--- config.mk ---
export PLATFORM = sky130hd
export DESIGN_NAME = fifo_rd_stream
export DESIGN_NICKNAME = d
export VERILOG_FILES = /design/src/rtl/fifo_rd_stream.sv
export SDC_FILE = /design/constraint.sdc
export NUM_CORES = 1
export LEC_CHECK = 0
export ABC_AREA = 1
export CORE_UTILIZATION = 52
export DETAILED_ROUTE_END_ITERATION = 10
export PLACE_DENSITY = 0.85
export SYNTH_ARGS = -nofsm -noshare
export SYNTH_HDL_FRONTEND = slang
export SYNTH_SLANG_ARGS = --single-unit
--- constraint.sdc ---
create_clock -name clk_i -period 3.2 [get_ports clk_i]
set_input_delay 0.96 -clock clk_i [delete_from_list [all_inputs] [get_ports clk_i]]
set_output_delay 0.96 -clock clk_i [all_outputs]
set_load 0.005 [all_outputs]
--- src/rtl/fifo_rd_stream.sv ---
// Drains a pop/empty FIFO with one-cycle read latency into a valid/ready stream.
// A two-entry skid buffer plus an in-flight flag keeps full throughput without losing words.
module fifo_rd_stream #(
  parameter int DW = 8
) (
  input  logic          clk_i,
  input  logic          rst_i,
  input  logic          fifo_empty_i,
  output logic          fifo_pop_o,
  input  logic [DW-1:0] fifo_data_i,
  output logic          m_valid_o,
  input  logic          m_ready_i,
  output logic [DW-1:0] m_data_o,
  output logic [1:0]    level_o
);

  logic [DW-1:0] r_mem [2];
  logic          r_rdIdx;
  logic          r_wrIdx;
  logic          r_inflight;
  logic [1:0]    r_count;
  logic [DW-1:0] r_mData;

  logic          w_handshake;
  logic          w_capture;
  logic          w_headLoad;
  logic [2:0]    w_occupancy;
  logic [DW-1:0] w_nextHead;

  assign m_valid_o = (r_count != 2'd0);
  assign m_data_o  = r_mData;
  assign level_o   = r_count;

  // The output register is loaded with whatever becomes the head next cycle;
  // it keeps its old value when the buffer drains so m_data_o holds.
  always_comb begin
    w_handshake = m_valid_o & m_ready_i;
    w_capture   = r_inflight;
    w_occupancy = {1'b0, r_count} + {2'b00, r_inflight} - {2'b00, w_handshake};
    fifo_pop_o  = ~rst_i & ~fifo_empty_i & (w_occupancy < 3'd2);
    w_nextHead  = fifo_data_i;
    w_headLoad  = 1'b0;
    if (w_handshake) begin
      if (r_count == 2'd2) begin
        w_nextHead = r_mem[~r_rdIdx];
        w_headLoad = 1'b1;
      end else begin
        w_headLoad = w_capture;
      end
    end else if (r_count == 2'd0) begin
      w_headLoad = w_capture;
    end
  end

  always_ff @(posedge clk_i or posedge rst_i) begin
    if (rst_i) begin
      r_mem[0]   <= '0;
      r_mem[1]   <= '0;
      r_rdIdx    <= 1'b0;
      r_wrIdx    <= 1'b0;
      r_inflight <= 1'b0;
      r_count    <= 2'd0;
      r_mData    <= '0;
    end else begin
      r_inflight <= fifo_pop_o & ~fifo_empty_i;
      if (w_capture) begin
        r_mem[r_wrIdx] <= fifo_data_i;
        r_wrIdx        <= ~r_wrIdx;
      end
      if (w_handshake) begin
        r_rdIdx <= ~r_rdIdx;
      end
      r_count <= r_count + {1'b0, w_capture} - {1'b0, w_handshake};
      if (w_headLoad) begin
        r_mData <= w_nextHead;
      end
    end
  end

endmodule

==> impl_metrics.toml, run 1 <==
[detailed_routing]
drt-wirelength-per-cell_um = 13.1
num_vias = 1285
dr.pass1.iters = 5
via_per_inst = 5.18
detail-route-antenna-nets = 0
wl_um = 3260
drc_errors = 0
drtIter0Drc = 64

[setup_path]
critPathCaptureType = "output pin"
crit_chain = "buf_2 -> nand2_2 -> nand2_2 -> nand2_2 -> ha_4 -> fa_2 -> nor3_2 -> buf_2"
cp_max_fo = 3
worst_path_largest_cell_delay_ns = 0.43
cpMaxStageDelayCell = "fa_2"
critPathKind = "input pin to output pin"
required_ns = 2.24
critPathMostFrequentCell = "nand2_2"
critical_path_arrival_ns = 2.20
worst_r2r_path_depth = 9
startpoint_type = "input pin"

[clocking]
clock_sink_count = 29
numCtsBuffers = 5
clk_latency_ns = 0.33
htreeDepth = 2
clk_path_buf_depth = 2
cts.clk_slew.worst_paths_ns = 0.08
hold_buffers = 0
root_buffer = "clkbuf_4"
cts_tree = "done"

[synthesis]
synth_area_leaders = "dfrtp_1 50%, nand2_1 20%, inv_1 7.4%"
synth_warnings = 0
synth_top_cell_area_share_pct = 49.7
ys_types = 25
ys_ff_latch = 29
synth_seq_area_share_pct = 49.7
yosys.area.top_type = "dfrtp_1"
mappedNetlistNets = 198
syn_avg_cell_area_sq_um = 7.94
syn_area_sq_um = 1460
synthCells = 184

[timing]
worst_pin_slew_ns = 0.730
fin_crit_sh_pct = 98.9
fin_worst_skew_ns = 0.00920
hold_violations = 0
slew_violations = 0
finalSetupViolations = 0
slew_headroom_pct = 51.3
setup_ws_ns = 0.0354
tns_ns = 0
finalCriticalPeriod_ns = 3.16
fmax_mhz = 316

[placed_design]
port_buffers = 23
dp_hpwl_um = 2210
pre_cts_ws_ns = -0.885
place_congestion = 0.797

[finish]
layout.nets = 232
layout.cells.most_common = "nand2_1"
final_cell_mix = "76 x nand2_1, 29 x inv_1, 29 x dfrtp_1"
antenna_cells = 0
drive_gt1_share_pct = 17.4
area_growth_pct = 25.0

[global_routing]
grt_max_degree = 30
grt_pass1_wl_um = 5100
grt_pass1_vias = 1154
overflow = 0
grt_use_total_pct = 25.6
antenna_found_initial = 0

[die]
initial_core_util_pct = 56.9
die_area_sq_um = 3030
coreArea_sq_um = 2570
io-pin-count = 24
die_w_um = 55.0
rows = 18
die_height_um = 55.0

[power_and_ir_drop]
power_density_nw_per_um2 = 996
ir_drop_mv = 0.747
leakagePower_nw = 0.995

[flow_run]
maxCapViolCount = 0

[min_path]
hold_class = "flip-flop to flip-flop"
holdPathStages = 2

[outcome]
outcome = "completed"
cell families after synthesis:
kind of cell / synth area share, %
buffers and inverters: 11.4
adder cells (fa/ha/maj): 2.23
flip-flops: 49.7
AND/OR/NAND/NOR: 27.3
XOR/XNOR: 1.20
AO/OA/AOI/OAI: 8.22
per-layer routing:
metal,up-vias,GRT usage (%),part of all wire [%]
met5,-,0,0
met4,0,15.8,1.6
met3,8,6.83,6.5
met2,46,41.6,52
met1,610,29.8,40
li1,621,-,-
sequential cells by signal, indices dropped and copies added (netlist names):
signal	count
level_o	2
r_rdIdx	1
m_data_o	8
r_mem	16
r_inflight	1
r_wrIdx	1
cell type report:
cell class	instances	area, sq um
multi-input combinational	119	604
timing repair buffer	32	288
clock buffer	7	55.1
inverter	31	116
tap	30	37.5
sequential	29	726
fill	215	741
cell usage after synthesis:
cell	number
a21oi_1	1
buf_12	1
buf_4	2
buf_6	1
clkbuf_1	1
clkinv_1	1
dfrtp_1	29
fa_1	1
ha_1	1
inv_1	29
inv_2	1
nand2_1	79
nand2_2	1
nand3_1	9
nand3_2	1
nor2_1	2
nor2_4	1
nor3_1	2
o21ai_0	8
o21ai_1	1
o21ai_2	8
or2_1	1
or2_2	1
xnor2_1	1
xor2_1	1
where the power goes:
part | total, mW | leakage (nW) | switching, mW | internal, mW
clock | 0.227 | 0.0314 | 0.123 | 0.103
sequential | 0.688 | 0.348 | 0.132 | 0.556
combinational | 0.904 | 0.616 | 0.478 | 0.427
total | 1.82 | 0.995 | 0.733 | 1.09
path summary, 6_finish.rpt:
| kind | from | end | slack, ns |
|---|---|---|---|
| worst min-delay path | m_data_o[1] | m_data_o[1] | 0.48 |
| worst max register to register | level_o[0] | r_inflight | 1.21 |
| min in group asynchronous | rst_i | level_o[1] | 1.06 |
| worst max-delay path | m_ready_i | fifo_pop_o | 0.04 |
| worst min register to register | m_data_o[1] | m_data_o[1] | 0.48 |
| max in group asynchronous | rst_i | r_mem[9] | 1.86 |
repair_timing:
action | 4_1_cts | 5_1_grt
hold endpoints to repair | 0 | 0
pin swaps | 4 | 3
setup endpoints to repair | 1 | 1
setup buffers | 2 | 1
resized for setup | 12 | 5
metrics by stage:
stage	cells	area (sq um)	total power [mW]	utilization, %	hold slack (ns)
global placement	238	1720	1.46	67.2	0.462
detailed placement	238	1720	1.52	67.2	0.465
floorplan	184	1460	1.22	-	0.453
CTS	247	1800	1.79	70.0	0.486
finish	248	1830	1.82	71.2	0.481
global route	248	1830	1.99	71.2	0.497
critical path, delay by kind of cell:
family        cells  cell delay (ns)
fa+ha+maj         2             0.59
buf+inv           2             0.26
simple gates      4             0.39
No activity file was read; power rests on OpenSTA's default activity.
==> run 2: changes to the inputs <==
--- a/config.mk
+++ b/config.mk
@@ -9,6 +9,7 @@
 export CORE_UTILIZATION = 52
 export DETAILED_ROUTE_END_ITERATION = 10
 export PLACE_DENSITY = 0.85
+export SKIP_LAST_GASP = 1
 export SYNTH_ARGS = -nofsm -noshare
 export SYNTH_HDL_FRONTEND = slang
 export SYNTH_SLANG_ARGS = --single-unit
==> results of run 2 <==
Same layout as run 1: the final DEF is identical, and so are final timing and power.
